### config.mk
export PLATFORM = sky130hd
export DESIGN_NAME = dma_rd_arbiter_flat
export DESIGN_NICKNAME = d
export VERILOG_FILES = /design/src/rtl/dma_rd_arbiter_if.sv /design/src/rtl/dma_rd_arbiter.sv /design/src/flat_wrapper.sv
export SDC_FILE = /design/constraint.sdc
export NUM_CORES = 1
export LEC_CHECK = 0
export CELL_PAD_IN_SITES_DETAIL_PLACEMENT = 2
export CELL_PAD_IN_SITES_GLOBAL_PLACEMENT = 2
export CORE_AREA = 2 2 223 225
export DETAILED_ROUTE_END_ITERATION = 10
export DIE_AREA = 0 0 225 227
export GPL_TIMING_DRIVEN = 0
export MAX_ROUTING_LAYER = met4
export PLACE_DENSITY_LB_ADDON = 0.1
export SLEW_MARGIN = 5
export SYNTH_ARGS = -nofsm -noshare
export SYNTH_HDL_FRONTEND = slang
export SYNTH_SLANG_ARGS = --single-unit
### constraint.sdc
create_clock -name clk -period 5.2 [get_ports clk]
set_input_delay 1.04 -clock clk [delete_from_list [all_inputs] [get_ports clk]]
set_output_delay 1.04 -clock clk [all_outputs]
set_load 0.1 [all_outputs]
### src/rtl/dma_rd_arbiter_if.sv
`default_nettype none
//////////////////////////////////////////////////////////////////////////////
// Module   : dma_rd_arbiter_if
// Brief    : Requester-side and DMA-engine-side signal bundle for dma_rd_arbiter.
// Revision : 1.0
//////////////////////////////////////////////////////////////////////////////
interface dma_rd_arbiter_if #(
    parameter int NUM_REQ    = 4,
    parameter int AXI_DATA_W = 128,
    parameter int AXI_ADDR_W = 32
);
    // requester side
    logic [NUM_REQ-1:0]            req_valid;
    logic [NUM_REQ-1:0]            req_ready;
    logic [NUM_REQ*AXI_ADDR_W-1:0] req_addr;
    logic [NUM_REQ*24-1:0]         req_len;
    logic [NUM_REQ-1:0]            rsp_valid;
    logic [NUM_REQ-1:0]            rsp_ready;
    logic [AXI_DATA_W-1:0]         rsp_data;
    logic                          rsp_last;
    logic [NUM_REQ-1:0]            req_done;
    logic [NUM_REQ-1:0]            req_err;
    logic                          busy;

    // DMA read engine side
    logic                          dma_cmd_valid;
    logic                          dma_cmd_ready;
    logic [AXI_ADDR_W-1:0]         dma_cmd_addr;
    logic [23:0]                   dma_cmd_len;
    logic [3:0]                    dma_cmd_tag;
    logic                          dma_data_valid;
    logic                          dma_data_ready;
    logic [AXI_DATA_W-1:0]         dma_data;
    logic                          dma_data_last;
    logic [3:0]                    dma_data_tag;
    logic                          dma_done;
    logic                          dma_error;

    modport slave (
        input  req_valid, req_addr, req_len, rsp_ready,
        input  dma_cmd_ready, dma_data_valid, dma_data, dma_data_last,
        input  dma_data_tag, dma_done, dma_error,
        output req_ready, rsp_valid, rsp_data, rsp_last, req_done, req_err, busy,
        output dma_cmd_valid, dma_cmd_addr, dma_cmd_len, dma_cmd_tag, dma_data_ready
    );

    modport master (
        output req_valid, req_addr, req_len, rsp_ready,
        output dma_cmd_ready, dma_data_valid, dma_data, dma_data_last,
        output dma_data_tag, dma_done, dma_error,
        input  req_ready, rsp_valid, rsp_data, rsp_last, req_done, req_err, busy,
        input  dma_cmd_valid, dma_cmd_addr, dma_cmd_len, dma_cmd_tag, dma_data_ready
    );
endinterface
`default_nettype wire

### src/rtl/dma_rd_arbiter.sv
`default_nettype none
//////////////////////////////////////////////////////////////////////////////
// Module   : dma_rd_arbiter
// Brief    : Round-robin arbiter sharing one DMA read engine among NUM_REQ
//            requesters, one transfer in flight. Define DMA_ARB_PRIO0_EN to
//            give requester 0 strict priority.
// Revision : 1.0
//////////////////////////////////////////////////////////////////////////////
module dma_rd_arbiter #(
    parameter int NUM_REQ    = 4,
    parameter int AXI_DATA_W = 128,
    parameter int AXI_ADDR_W = 32
) (
    input  logic            clk,
    input  logic            rst_n,
    dma_rd_arbiter_if.slave bus
);
    localparam int c_LEN_W = 24;
    localparam int c_TAG_W = 4;

    typedef enum logic [1:0] {
        S_IDLE  = 2'd0,
        S_ISSUE = 2'd1,
        S_XFER  = 2'd2,
        S_DONE  = 2'd3
    } state_t;

    state_t                r_state;
    logic [c_TAG_W-1:0]    r_rr_ptr;
    logic [c_TAG_W-1:0]    r_gnt;
    logic [AXI_ADDR_W-1:0] r_addr;
    logic [c_LEN_W-1:0]    r_len;
    logic                  r_mismatch;
    logic                  r_cmd_valid;
    logic                  r_busy;
    logic [NUM_REQ-1:0]    r_req_done;
    logic [NUM_REQ-1:0]    r_req_err;

    logic [2*NUM_REQ-1:0]  w_rot_dbl;
    logic [NUM_REQ-1:0]    w_rot;
    logic                  w_pick_found;
    logic [c_TAG_W:0]      w_pick_off;
    logic [c_TAG_W:0]      w_pick_sum;
    logic [c_TAG_W-1:0]    w_pick_rr;
    logic [c_TAG_W-1:0]    w_pick_idx;
    logic [NUM_REQ-1:0]    w_pick_oh;
    logic [NUM_REQ-1:0]    w_gnt_oh;
    logic [AXI_ADDR_W-1:0] w_pick_addr;
    logic [c_LEN_W-1:0]    w_pick_len;
    logic [c_TAG_W-1:0]    w_ptr_next;
    logic                  w_in_xfer;
    logic                  w_beat_hs;
    logic                  w_tag_bad;
    logic                  w_err;

    // Rotate the request vector so bit 0 is the requester at rr_ptr; the
    // lowest set bit of the rotated vector is then the round-robin winner.
    assign w_rot_dbl = {bus.req_valid, bus.req_valid} >> r_rr_ptr;
    assign w_rot     = w_rot_dbl[NUM_REQ-1:0];

    always_comb begin
        w_pick_found = 1'b0;
        w_pick_off   = '0;
        for (int i = NUM_REQ - 1; i >= 0; i--) begin
            if (w_rot[i]) begin
                w_pick_found = 1'b1;
                w_pick_off   = (c_TAG_W + 1)'(i);
            end
        end
    end

    assign w_pick_sum = {1'b0, r_rr_ptr} + w_pick_off;
    assign w_pick_rr  = (w_pick_sum >= (c_TAG_W + 1)'(NUM_REQ))
                        ? c_TAG_W'(w_pick_sum - (c_TAG_W + 1)'(NUM_REQ))
                        : c_TAG_W'(w_pick_sum);

`ifdef DMA_ARB_PRIO0_EN
    assign w_pick_idx = bus.req_valid[0] ? '0 : w_pick_rr;
`else
    assign w_pick_idx = w_pick_rr;
`endif

    always_comb begin
        w_pick_addr = '0;
        w_pick_len  = '0;
        for (int i = 0; i < NUM_REQ; i++) begin
            if (w_pick_idx == c_TAG_W'(i)) begin
                w_pick_addr = bus.req_addr[i*AXI_ADDR_W +: AXI_ADDR_W];
                w_pick_len  = bus.req_len[i*c_LEN_W +: c_LEN_W];
            end
        end
    end

    for (genvar gi = 0; gi < NUM_REQ; gi++) begin : g_onehot
        assign w_pick_oh[gi] = w_pick_found && (w_pick_idx == c_TAG_W'(gi));
        assign w_gnt_oh[gi]  = (r_gnt == c_TAG_W'(gi));
    end

    assign w_ptr_next = (r_gnt == c_TAG_W'(NUM_REQ - 1)) ? '0 : r_gnt + c_TAG_W'(1);
    assign w_in_xfer  = (r_state == S_XFER);
    assign w_beat_hs  = w_in_xfer && bus.dma_data_valid && bus.dma_data_ready;
    assign w_tag_bad  = w_beat_hs && (bus.dma_data_tag != r_gnt);
    // A bad tag on the very beat that coincides with dma_done must still count.
    assign w_err      = bus.dma_error || r_mismatch || w_tag_bad;

    always_ff @(posedge clk or negedge rst_n) begin
        if (!rst_n) begin
            r_state     <= S_IDLE;
            r_rr_ptr    <= '0;
            r_gnt       <= '0;
            r_addr      <= '0;
            r_len       <= '0;
            r_mismatch  <= 1'b0;
            r_cmd_valid <= 1'b0;
            r_busy      <= 1'b0;
            r_req_done  <= '0;
            r_req_err   <= '0;
        end else begin
            r_req_done <= '0;
            r_req_err  <= '0;
            case (r_state)
                S_IDLE: begin
                    if (w_pick_found) begin
                        r_gnt       <= w_pick_idx;
                        r_addr      <= w_pick_addr;
                        r_len       <= w_pick_len;
                        r_cmd_valid <= 1'b1;
                        r_busy      <= 1'b1;
                        r_state     <= S_ISSUE;
                    end
                end
                S_ISSUE: begin
                    if (bus.dma_cmd_ready) begin
                        r_cmd_valid <= 1'b0;
                        r_state     <= S_XFER;
                    end
                end
                S_XFER: begin
                    if (w_tag_bad) begin
                        r_mismatch <= 1'b1;
                    end
                    if (bus.dma_done) begin
                        r_req_done <= w_gnt_oh;
                        r_req_err  <= w_err ? w_gnt_oh : '0;
                        r_state    <= S_DONE;
                    end
                end
                S_DONE: begin
                    r_mismatch <= 1'b0;
                    r_busy     <= 1'b0;
`ifdef DMA_ARB_PRIO0_EN
                    if (r_gnt != '0) begin
                        r_rr_ptr <= w_ptr_next;
                    end
`else
                    r_rr_ptr <= w_ptr_next;
`endif
                    r_state <= S_IDLE;
                end
                default: r_state <= S_IDLE;
            endcase
        end
    end

    assign bus.req_ready      = (r_state == S_IDLE) ? w_pick_oh : '0;
    assign bus.dma_cmd_valid  = r_cmd_valid;
    assign bus.dma_cmd_addr   = r_addr;
    assign bus.dma_cmd_len    = r_len;
    assign bus.dma_cmd_tag    = r_gnt;
    assign bus.rsp_valid      = (w_in_xfer && bus.dma_data_valid) ? w_gnt_oh : '0;
    assign bus.dma_data_ready = w_in_xfer && |(bus.rsp_ready & w_gnt_oh);
    assign bus.rsp_data       = bus.dma_data;
    assign bus.rsp_last       = bus.dma_data_last;
    assign bus.req_done       = r_req_done;
    assign bus.req_err        = r_req_err;
    assign bus.busy           = r_busy;

endmodule
`default_nettype wire

### src/flat_wrapper.sv
// flat-port wrapper written by rule: the top's interface ports become plain ports
module dma_rd_arbiter_flat 
#(
    parameter int NUM_REQ    = 4,
    parameter int AXI_DATA_W = 128,
    parameter int AXI_ADDR_W = 32
)
  (clk, rst_n, bus_req_valid, bus_req_addr, bus_req_len, bus_rsp_ready, bus_dma_cmd_ready, bus_dma_data_valid, bus_dma_data, bus_dma_data_last, bus_dma_data_tag, bus_dma_done, bus_dma_error, bus_req_ready, bus_rsp_valid, bus_rsp_data, bus_rsp_last, bus_req_done, bus_req_err, bus_busy, bus_dma_cmd_valid, bus_dma_cmd_addr, bus_dma_cmd_len, bus_dma_cmd_tag, bus_dma_data_ready);
  dma_rd_arbiter_if #(.NUM_REQ(NUM_REQ), .AXI_DATA_W(AXI_DATA_W), .AXI_ADDR_W(AXI_ADDR_W)) bus_i ();
  input  logic clk;
  input  logic rst_n;
  input wire logic [$bits(bus_i.req_valid)-1:0] bus_req_valid;
  input wire logic [$bits(bus_i.req_addr)-1:0] bus_req_addr;
  input wire logic [$bits(bus_i.req_len)-1:0] bus_req_len;
  input wire logic [$bits(bus_i.rsp_ready)-1:0] bus_rsp_ready;
  input wire logic [$bits(bus_i.dma_cmd_ready)-1:0] bus_dma_cmd_ready;
  input wire logic [$bits(bus_i.dma_data_valid)-1:0] bus_dma_data_valid;
  input wire logic [$bits(bus_i.dma_data)-1:0] bus_dma_data;
  input wire logic [$bits(bus_i.dma_data_last)-1:0] bus_dma_data_last;
  input wire logic [$bits(bus_i.dma_data_tag)-1:0] bus_dma_data_tag;
  input wire logic [$bits(bus_i.dma_done)-1:0] bus_dma_done;
  input wire logic [$bits(bus_i.dma_error)-1:0] bus_dma_error;
  output wire logic [$bits(bus_i.req_ready)-1:0] bus_req_ready;
  output wire logic [$bits(bus_i.rsp_valid)-1:0] bus_rsp_valid;
  output wire logic [$bits(bus_i.rsp_data)-1:0] bus_rsp_data;
  output wire logic [$bits(bus_i.rsp_last)-1:0] bus_rsp_last;
  output wire logic [$bits(bus_i.req_done)-1:0] bus_req_done;
  output wire logic [$bits(bus_i.req_err)-1:0] bus_req_err;
  output wire logic [$bits(bus_i.busy)-1:0] bus_busy;
  output wire logic [$bits(bus_i.dma_cmd_valid)-1:0] bus_dma_cmd_valid;
  output wire logic [$bits(bus_i.dma_cmd_addr)-1:0] bus_dma_cmd_addr;
  output wire logic [$bits(bus_i.dma_cmd_len)-1:0] bus_dma_cmd_len;
  output wire logic [$bits(bus_i.dma_cmd_tag)-1:0] bus_dma_cmd_tag;
  output wire logic [$bits(bus_i.dma_data_ready)-1:0] bus_dma_data_ready;
  assign bus_i.req_valid = bus_req_valid;
  assign bus_i.req_addr = bus_req_addr;
  assign bus_i.req_len = bus_req_len;
  assign bus_i.rsp_ready = bus_rsp_ready;
  assign bus_i.dma_cmd_ready = bus_dma_cmd_ready;
  assign bus_i.dma_data_valid = bus_dma_data_valid;
  assign bus_i.dma_data = bus_dma_data;
  assign bus_i.dma_data_last = bus_dma_data_last;
  assign bus_i.dma_data_tag = bus_dma_data_tag;
  assign bus_i.dma_done = bus_dma_done;
  assign bus_i.dma_error = bus_dma_error;
  assign bus_req_ready = bus_i.req_ready;
  assign bus_rsp_valid = bus_i.rsp_valid;
  assign bus_rsp_data = bus_i.rsp_data;
  assign bus_rsp_last = bus_i.rsp_last;
  assign bus_req_done = bus_i.req_done;
  assign bus_req_err = bus_i.req_err;
  assign bus_busy = bus_i.busy;
  assign bus_dma_cmd_valid = bus_i.dma_cmd_valid;
  assign bus_dma_cmd_addr = bus_i.dma_cmd_addr;
  assign bus_dma_cmd_len = bus_i.dma_cmd_len;
  assign bus_dma_cmd_tag = bus_i.dma_cmd_tag;
  assign bus_dma_data_ready = bus_i.dma_data_ready;
  dma_rd_arbiter #(.NUM_REQ(NUM_REQ), .AXI_DATA_W(AXI_DATA_W), .AXI_ADDR_W(AXI_ADDR_W)) u_core (.clk(clk), .rst_n(rst_n), .bus(bus_i));
endmodule
==> flow_summary.rst, run 1 <==
.. list-table::
   :header-rows: 1

   * - Metric
     - Value
   * - Min-Delay Path Class
     - flop to flop
   * - Layer with the highest usage after global routing
     - met2
   * - Vias per cell
     - 3.58
   * - M1 GR Usage
     - 12.9%
   * - Total chip power
     - 6.72 mW
   * - Aggregate routed wire length
     - 32800 um
   * - Pin count of the biggest net entering global routing
     - 40
   * - Reg-to-Reg End
     - u_core.bus.dma_cmd_addr[25]
   * - Run status
     - finished, violations left
   * - Setup repair after global routing missed its margin
     - yes
   * - Start point of the critical path
     - bus_req_valid[2]
   * - Post-Synthesis Mean Instance Area
     - 12.1 um2
   * - Library cell with the largest summed area after synthesis
     - sky130_fd_sc_hd__dfrtp_1
   * - Synth area leaders
     - sky130_fd_sc_hd__dfrtp_1 34%, sky130_fd_sc_hd__mux4_2 22%, sky130_fd_sc_hd__buf_4 17%, sky130_fd_sc_hd__a22o_1 9.0%, sky130_fd_sc_hd__ha_1 2.6%
   * - Cell area power density
     - 579 nW/um2
   * - Gr usage total
     - 12.6%
   * - Post-route clock skew
     - 0.00803 ns
   * - Met2 Usage GRT
     - 23.5%
   * - Final Max Slew Viols
     - 0
   * - CP Data Arrival Time
     - 4.19 ns
   * - Clock latency on the worst-skew pair
     - 0.34 ns
   * - Worst slew pin tran
     - 1.14 ns
   * - Failing checks
     - negative setup slack
   * - Worst-path maximum fanout
     - 6
   * - CP Class
     - input port to output port
   * - Global-route wire length before repair
     - 45200 um
   * - Relative area change from synthesis to final layout
     - 103%
   * - Delay contributed by the slowest stage of the critical path
     - 0.40 ns
   * - Leading register cell type out of synthesis
     - sky130_fd_sc_hd__dfrtp_1
   * - Leak pwr
     - 4.66 nW
   * - Worst path setup slack after routing
     - -0.0322 ns
   * - Worst setup timing slack at the placement stage
     - -2.20 ns
   * - Gpl congestion
     - 0.707
   * - Top-level port count
     - 579
   * - Nets
     - 1326
   * - Number of buffers between clock root and the deepest sink
     - 2
   * - Wire per inst
     - 20.8 um
   * - Synthesized net count
     - 855
   * - Setup-violating endpoint count in the final report
     - 3
   * - Final clock period utilization by the worst path
     - 101%
   * - Die Footprint
     - 51100 um2
   * - Synthesis Warnings
     - 0
   * - Count of cells along the worst register-to-register path
     - 17
   * - EDFF count, synth
     - 0
   * - Die Span X
     - 225 um
   * - Via count of the first global-routing pass
     - 6569
   * - Startpoint of the worst register-to-register path
     - u_core.r_rr_ptr[0]
   * - Number of cells on the worst hold path
     - 1
   * - Overflow left after global routing
     - 0
   * - Portion of the post-synthesis area used by sequential elements
     - 33.7%
   * - Clock power frac
     - 10.0%
   * - Startpoint Class
     - input port
   * - Number of design-rule violations left by the first detailed-router iteration
     - 120
   * - Final number of hold-violating endpoints
     - 0
   * - Count of buffers from port buffering
     - 449
   * - DP Wirelength
     - 28000 um
   * - Met3 track demand over resource in global routing
     - 4.40%
   * - Max-Cap Viols
     - 0
   * - Number of antenna-violating nets in the routed design
     - 0
   * - Design internal power
     - 3.06 mW
   * - Count of vias placed by the detailed router
     - 5622
   * - H-tree Lvls
     - 3
   * - Synth Cell Area
     - 5720 um2
   * - Sequence of cells on the critical path
     - buf_2 -> and2_4 -> or3_4 -> nor3_2 -> a31oi_2 -> or2_4 -> fa_2 -> xor2_4 -> inv_2 -> ha_4 -> and3b_2 -> a2111oi_4 -> nor2_4 -> buf_6 -> nor4_4 -> buf_8
   * - Minimum clock period
     - 5.23 ns
   * - Category of the worst setup path capture point
     - output port
   * - Fraction of registers with async set/reset
     - 100%
   * - Clock-pin slew on the worst setup and hold paths
     - 0.07 ns
   * - Worst R2R Setup Slack
     - 1.31 ns
   * - Worst IR Drop VDD
     - 0.173 mV
   * - Post-detailed-route DRC marker count
     - 0
   * - Core region area
     - 48500 um2
   * - Proportion of netlist area held by the largest area contributor
     - 33.7%
   * - Number of library cell types mapped by synthesis
     - 53
   * - Number of CTS-inserted buffers
     - 9
   * - Final Util
     - 23.9%
   * - Required arrival time at the worst endpoint
     - 4.16 ns
   * - Max Clk Rate
     - 0.191 GHz
   * - Clock tree from TritonCTS
     - yes
   * - # hold bufs at CTS
     - 0
   * - Number of antenna violations at the first check in global routing
     - 3
   * - Starting density of the core
     - 11.8%
   * - Switching power of the nets
     - 3.66 mW
   * - Syn Inst Count
     - 471
   * - Number of search-and-repair iterations in the first detailed-routing pass
     - 4
   * - Portion of total power attributed to combinational logic
     - 75.9%
   * - Yosys reg bits
     - 77
   * - Num Clock Sinks
     - 77
   * - Fraction of final layout cells with drive strength greater than 1
     - 28.2%
   * - Worst slew slack as a fraction of its limit
     - 23.8%
   * - HP Start
     - u_core.bus.dma_cmd_addr[2]
   * - Share of power burned in registers
     - 14.1%
   * - Floorplan die height
     - 227 um
   * - Cell Rows
     - 81
   * - Setup_tns
     - -0.0816 ns
   * - Proportion of total power due to net switching
     - 54.4%
   * - Worst path slowest cell
     - sky130_fd_sc_hd__fa_2
   * - Root Buffer Master
     - sky130_fd_sc_hd__clkbuf_16
   * - End point of the worst hold path
     - u_core.bus.dma_cmd_addr[2]
==> state kept, by name, indices dropped and copies added, names as in the netlist <==
name	flops
u_core.bus.dma_cmd_addr	32
u_core.bus.req_done	4
u_core.bus.busy	1
u_core.r_mismatch	1
u_core.bus.dma_cmd_tag	4
u_core.bus.dma_cmd_valid	1
u_core.r_state	2
u_core.bus.req_err	4
u_core.bus.dma_cmd_len	24
u_core.r_rr_ptr	4
==> synthesized netlist by cell type (2+ instances only) <==
cell type,instances
sky130_fd_sc_hd__nand2b_1,4
sky130_fd_sc_hd__o21ai_0,2
sky130_fd_sc_hd__nor4b_2,2
sky130_fd_sc_hd__a21oi_1,7
sky130_fd_sc_hd__a22o_1,59
sky130_fd_sc_hd__dfrtp_1,77
sky130_fd_sc_hd__a21o_1,3
sky130_fd_sc_hd__buf_6,5
sky130_fd_sc_hd__clkbuf_1,17
sky130_fd_sc_hd__buf_4,132
sky130_fd_sc_hd__inv_1,11
sky130_fd_sc_hd__nor2_1,10
sky130_fd_sc_hd__ha_1,12
sky130_fd_sc_hd__buf_2,7
sky130_fd_sc_hd__nor3_1,4
sky130_fd_sc_hd__nand2_1,6
sky130_fd_sc_hd__a31oi_1,2
sky130_fd_sc_hd__and3_1,9
sky130_fd_sc_hd__mux4_2,56
sky130_fd_sc_hd__xnor2_1,4
sky130_fd_sc_hd__nor3b_1,2
sky130_fd_sc_hd__nor2b_1,4
sky130_fd_sc_hd__and2_1,5
sky130_fd_sc_hd__xor2_1,2
==> how the worst max path moves through the flow <==
stage | end | slack [ns] | depth (start not counted)
final | bus_req_ready[2] | -0.03 | 16
after global routing | bus_req_ready[1] | -0.22 | 18
after CTS | bus_req_ready[1] | -0.27 | 19
after detailed placement | bus_req_ready[1] | -2.20 | 17
after global placement | bus_req_ready[0] | -2.21 | 13
after floorplan | bus_req_ready[0] | -0.38 | 13
==> cells by family (layout without fill, tap and decap cells) <==
logic type      Yosys count  count (layout)  share of synthesized area, %
compound gates           86              86                          12.8
xor+xnor                  7               7                          1.20
fa+ha+maj                13              13                          2.98
buf+inv                 173             649                          20.8
flops                    77              77                          33.7
mux                      59              59                          22.6
other cells               0               3                             0
simple gates             56              56                          5.86
==> layer usage <==
layer	up-vias	part of all wire, %
li1	2573	-
met2	241	57
met3	12	8.0
met4	0	0.84
met5	-	0
met1	2796	35
==> critical path: cells and delay by family <==
family	cells	cell delay, ns
compound gates	2	0.43
xor+xnor	1	0.16
fa+ha+maj	2	0.55
buf+inv	4	0.59
simple gates	7	1.41
==> power groups by stage <==
stage          combinational [mW]  sequential [mW]  clock, mW
3_5_place_dp                 5.12            0.956          0
3_3_place_gp                 5.13            0.954          0
6_report                     5.10            0.946      0.673
2_1_floorplan                2.46             2.12          0
5_1_grt                      5.46            0.982      0.736
4_1_cts                      5.24            0.952      0.719
==> layout by cell type (no fill, tap or decap), types with 3 or more instances in the layout <==
| cell | n |
|---|---|
| sky130_fd_sc_hd__a22o_1 | 59 |
| sky130_fd_sc_hd__clkdlybuf4s50_1 | 440 |
| sky130_fd_sc_hd__dfrtp_1 | 77 |
| sky130_fd_sc_hd__buf_12 | 3 |
| sky130_fd_sc_hd__nand2b_1 | 4 |
| sky130_fd_sc_hd__ha_1 | 10 |
| sky130_fd_sc_hd__a21o_1 | 3 |
| sky130_fd_sc_hd__nor2_1 | 8 |
| sky130_fd_sc_hd__and3_1 | 8 |
| sky130_fd_sc_hd__diode_2 | 3 |
| sky130_fd_sc_hd__inv_1 | 9 |
| sky130_fd_sc_hd__and2_1 | 4 |
| sky130_fd_sc_hd__nor2_4 | 3 |
| sky130_fd_sc_hd__nor2b_1 | 4 |
| sky130_fd_sc_hd__clkbuf_1 | 17 |
| sky130_fd_sc_hd__xnor2_1 | 4 |
| sky130_fd_sc_hd__clkbuf_16 | 9 |
| sky130_fd_sc_hd__buf_2 | 9 |
| sky130_fd_sc_hd__nand2_1 | 6 |
| sky130_fd_sc_hd__buf_4 | 143 |
| sky130_fd_sc_hd__buf_6 | 7 |
| sky130_fd_sc_hd__a21oi_1 | 6 |
| sky130_fd_sc_hd__mux4_2 | 56 |
==> what timing repair did <==
action                     4_1_cts  5_1_grt
setup endpoints to repair        9        4
gates resized for setup         64       11
cloned                           0        0
buffers inserted                 9        3
pin swaps                       13       11
==> through the flow <==
| step | area (um2) | hold WS, ns | std cells |
|---|---|---|---|
| after global routing | 11600 | 0.523 | 1572 |
| after detailed placement | 11100 | 0.491 | 1543 |
| after floorplan | 5790 | 0.490 | 471 |
| after global placement | 11100 | 0.488 | 1542 |
| after CTS | 11500 | 0.511 | 1567 |
| final | 11600 | 0.501 | 1572 |
==> cell type report <==
class                   instances  area [um2]
clock buffers                  11         243
clock inverters                 5        60.1
plain buffers                 159        1130
well taps                     622         778
diodes                          3        7.51
repair buffers                462        4650
inverters                      12        52.6
fillers                      5310       37000
flip-flops and latches         77        1930
multi-input cells             221        2740
Note: power is estimated with default switching activity, not from simulation.
==> inputs of run 2 (changes only) <==
--- a/config.mk
+++ b/config.mk
@@ -5,6 +5,7 @@
 export SDC_FILE = /design/constraint.sdc
 export NUM_CORES = 1
 export LEC_CHECK = 0
+export CAP_MARGIN = 10
 export CELL_PAD_IN_SITES_DETAIL_PLACEMENT = 2
 export CELL_PAD_IN_SITES_GLOBAL_PLACEMENT = 2
 export CORE_AREA = 2 2 223 225
==> results of run 2 <==
No change in the layout: final DEF, timing and power equal those of run 1.
==> inputs of run 3 (changes only) <==
--- a/config.mk
+++ b/config.mk
@@ -18,3 +18,4 @@
 export SYNTH_ARGS = -nofsm -noshare
 export SYNTH_HDL_FRONTEND = slang
 export SYNTH_SLANG_ARGS = --single-unit
+export TNS_END_PERCENT = 50
==> flow_summary.rst, run 3 (same netlist as run 1, synthesis figures left out) <==
.. list-table::
   :header-rows: 1

   * - Metric
     - Value
   * - Cell area power density
     - 585 nW/um2 (was 579 nW/um2)
   * - Floorplan die height
     - 227 um (unchanged)
   * - # hold bufs at CTS
     - 0 (unchanged)
   * - Startpoint Class
     - input port (unchanged)
   * - Number of CTS-inserted buffers
     - 9 (unchanged)
   * - Clock power frac
     - 11.1% (was 10.0%)
   * - Clock latency on the worst-skew pair
     - 0.34 ns (about the same)
   * - Relative area change from synthesis to final layout
     - 102% (was 103%)
   * - Portion of total power attributed to combinational logic
     - 74.9% (was 75.9%)
   * - Minimum clock period
     - 5.33 ns (was 5.23 ns)
   * - Count of buffers from port buffering
     - 449 (unchanged)
   * - CP Data Arrival Time
     - 4.29 ns (was 4.19 ns)
   * - Max Clk Rate
     - 0.188 GHz (was 0.191 GHz)
   * - Num Clock Sinks
     - 77 (unchanged)
   * - Proportion of total power due to net switching
     - 53.6% (was 54.4%)
   * - Leak pwr
     - 4.68 nW (was 4.66 nW)
   * - Min-Delay Path Class
     - flop to flop (unchanged)
   * - Final clock period utilization by the worst path
     - 103% (was 101%)
   * - H-tree Lvls
     - 3 (unchanged)
   * - Worst path setup slack after routing
     - -0.132 ns (was -0.0322 ns)
   * - Number of antenna-violating nets in the routed design
     - 0 (unchanged)
   * - Required arrival time at the worst endpoint
     - 4.16 ns (about the same)
   * - Post-detailed-route DRC marker count
     - 0 (unchanged)
   * - Final Max Slew Viols
     - 0 (unchanged)
   * - Global-route wire length before repair
     - 44500 um (was 45200 um)
   * - Design internal power
     - 3.14 mW (was 3.06 mW)
   * - Number of search-and-repair iterations in the first detailed-routing pass
     - 4 (unchanged)
   * - Max FFs per register
     - 32 (unchanged)
   * - Top-level port count
     - 579 (unchanged)
   * - Wire per inst
     - 20.9 um (was 20.8 um)
   * - Root Buffer Master
     - sky130_fd_sc_hd__clkbuf_16 (unchanged)
   * - Category of the worst setup path capture point
     - output port (unchanged)
   * - Final number of hold-violating endpoints
     - 0 (unchanged)
   * - Count of non-filler cells in the finished layout
     - 1573 (was 1572)
   * - Clock tree from TritonCTS
     - yes (unchanged)
   * - Switching power of the nets
     - 3.63 mW (was 3.66 mW)
   * - Gr usage total
     - 12.5% (was 12.6%)
   * - Setup_tns
     - -0.254 ns (was -0.0816 ns)
   * - Worst slew slack as a fraction of its limit
     - 20.3% (was 23.8%)
   * - Overflow left after global routing
     - 0 (unchanged)
   * - Pin count of the biggest net entering global routing
     - 44 (was 40)
   * - Die Footprint
     - 51100 um2 (unchanged)
   * - Number of design-rule violations left by the first detailed-router iteration
     - 137 (was 120)
   * - Max-Cap Viols
     - 0 (unchanged)
   * - Nets
     - 1328 (was 1326)
   * - Setup repair after global routing missed its margin
     - yes (unchanged)
   * - Via count of the first global-routing pass
     - 6459 (was 6569)
   * - Starting density of the core
     - 11.8% (unchanged)
   * - Setup-violating endpoint count in the final report
     - 2 (was 3)
   * - Failing checks
     - negative setup slack (unchanged)
   * - Cell Rows
     - 81 (unchanged)
   * - Fraction of final layout cells with drive strength greater than 1
     - 27.9% (was 28.2%)
   * - Clock-pin slew on the worst setup and hold paths
     - 0.06 ns (was 0.07 ns)
   * - Post-placement cell count
     - 1543 (unchanged)
   * - Vias per cell
     - 3.59 (was 3.58)
   * - Number of buffers between clock root and the deepest sink
     - 2 (unchanged)
   * - Die Span X
     - 225 um (unchanged)
   * - Leading cell type in the layout, fill and taps excluded
     - sky130_fd_sc_hd__clkdlybuf4s50_1 (unchanged)
   * - Post-route clock skew
     - 0.0119 ns (was 0.00803 ns)
   * - Aggregate routed wire length
     - 32800 um (about the same)
   * - Number of antenna violations at the first check in global routing
     - 3 (unchanged)
   * - Most frequent cells in the layout
     - 440 x sky130_fd_sc_hd__clkdlybuf4s50_1, 146 x sky130_fd_sc_hd__buf_4, 77 x sky130_fd_sc_hd__dfrtp_1, 59 x sky130_fd_sc_hd__a22o_1, 56 x sky130_fd_sc_hd__mux4_2 (was 440 x sky130_fd_sc_hd__clkdlybuf4s50_1, 143 x sky130_fd_sc_hd__buf_4, 77 x sky130_fd_sc_hd__dfrtp_1, 59 x sky130_fd_sc_hd__a22o_1, 56 x sky130_fd_sc_hd__mux4_2)
   * - Core region area
     - 48500 um2 (unchanged)
   * - Share of power burned in registers
     - 14.0% (was 14.1%)
   * - DP Wirelength
     - 27900 um (was 28000 um)
   * - Run status
     - finished, violations left (unchanged)
   * - Worst slew pin tran
     - 1.19 ns (was 1.14 ns)
   * - CP Class
     - input port to output port (unchanged)
   * - Worst IR Drop VDD
     - 0.143 mV (was 0.173 mV)
   * - Gpl congestion
     - 0.734 (was 0.707)
   * - Worst-path maximum fanout
     - 6 (unchanged)
   * - Count of vias placed by the detailed router
     - 5641 (was 5622)
==> run 3: changes by cell type in the layout (fill, tap and decap cells not counted), sizes merged <==
cell,previous run,this run
buf,165,167
clkbuf,27,26
diode,3,4
clkinv,3,0
bufinv,1,3
==> run 3: what timing repair did <==
action,in CTS,in global routing
pin swaps,14,9
hold endpoints to repair,0,0
endpoints found under the setup margin,4,4
setup buffers,8,5
gates resized for setup,57,3
==> run 3: layout make-up <==
| class | count | area, um2 |
|---|---|---|
| Tap cell | 622 | 778 |
| Clock inverter | 4 | 97.6 |
| Antenna cell | 4 | 10.0 |
| Buffer | 160 | 1150 |
| Multi-Input combinational cell | 221 | 2690 |
| Sequential cell | 77 | 1930 |
| Timing Repair Buffer | 463 | 4620 |
| Clock buffer | 10 | 239 |
| Fill cell | 5378 | 37000 |
| Inverter | 12 | 52.6 |
==> run 3: path summary, 6_finish.rpt <==
| kind | startpoint | endpoint | slack, ns | cells after the start |
|---|---|---|---|---|
| max | bus_req_valid[2] | bus_req_ready[0] | -0.13 | 16 |
| min | u_core.bus.dma_cmd_addr[27] | u_core.bus.dma_cmd_addr[27] | 0.51 | 1 |
| max reg2reg | u_core.r_rr_ptr[0] | u_core.bus.dma_cmd_addr[15] | 1.24 | 18 |
| min reg2reg | u_core.bus.dma_cmd_addr[27] | u_core.bus.dma_cmd_addr[27] | 0.51 | 1 |
| max in group asynchronous | rst_n | u_core.bus.dma_cmd_addr[7] | 3.89 | 2 |
| min in group asynchronous | rst_n | u_core.bus.req_done[3] | 0.65 | 1 |
==> run 3: worst max-delay path: stages <==
cell and delay [ns]:
sky130_fd_sc_hd__buf_2 0.14, sky130_fd_sc_hd__and2_4 0.15, sky130_fd_sc_hd__or3_4 0.37, sky130_fd_sc_hd__nor3_2 0.10
sky130_fd_sc_hd__a31oi_1 0.07, sky130_fd_sc_hd__or2_4 0.26, sky130_fd_sc_hd__fa_2 0.40, sky130_fd_sc_hd__xor2_2 0.18
sky130_fd_sc_hd__inv_2 0.05, sky130_fd_sc_hd__ha_2 0.16, sky130_fd_sc_hd__and3b_1 0.18, sky130_fd_sc_hd__a2111oi_4 0.38
sky130_fd_sc_hd__nor2_4 0.14, sky130_fd_sc_hd__buf_4 0.17, sky130_fd_sc_hd__nor4b_4 0.21, sky130_fd_sc_hd__buf_6 0.26
==> run 3: power groups by stage <==
stage | Sequential, mW | Combinational [mW] | Clock, mW
4_1_cts | 0.949 | 5.20 | 0.798
3_5_place_dp | 0.954 | 5.11 | 0
2_1_floorplan | 2.12 | 2.45 | 0
6_report | 0.946 | 5.07 | 0.753
5_1_grt | 0.981 | 5.40 | 0.815
3_3_place_gp | 0.953 | 5.09 | 0
==> run 3: stage by stage <==
step / cell area [um2] / util, % / power [mW] / hold slack (ns) / setup WS (ns)
floorplan: 5780 / - / 4.58 / 0.490 / -0.378
global placement: 11100 / 22.8 / 6.05 / 0.488 / -2.10
detailed placement: 11100 / 22.8 / 6.06 / 0.494 / -2.19
CTS: 11500 / 23.7 / 6.94 / 0.513 / -0.280
global route: 11600 / 23.8 / 7.20 / 0.522 / -0.323
finish: 11600 / 23.8 / 6.77 / 0.508 / -0.132
==> run 3: metal layers <==
layer / vias to the layer above / track usage [%] / routed length, um
met1: 2802 / 12.6 / 11300
met2: 252 / 23.3 / 18500
li1: 2578 / - / -
met4: 0 / 1.73 / 153
met3: 9 / 4.72 / 2850
met5: - / - / 0
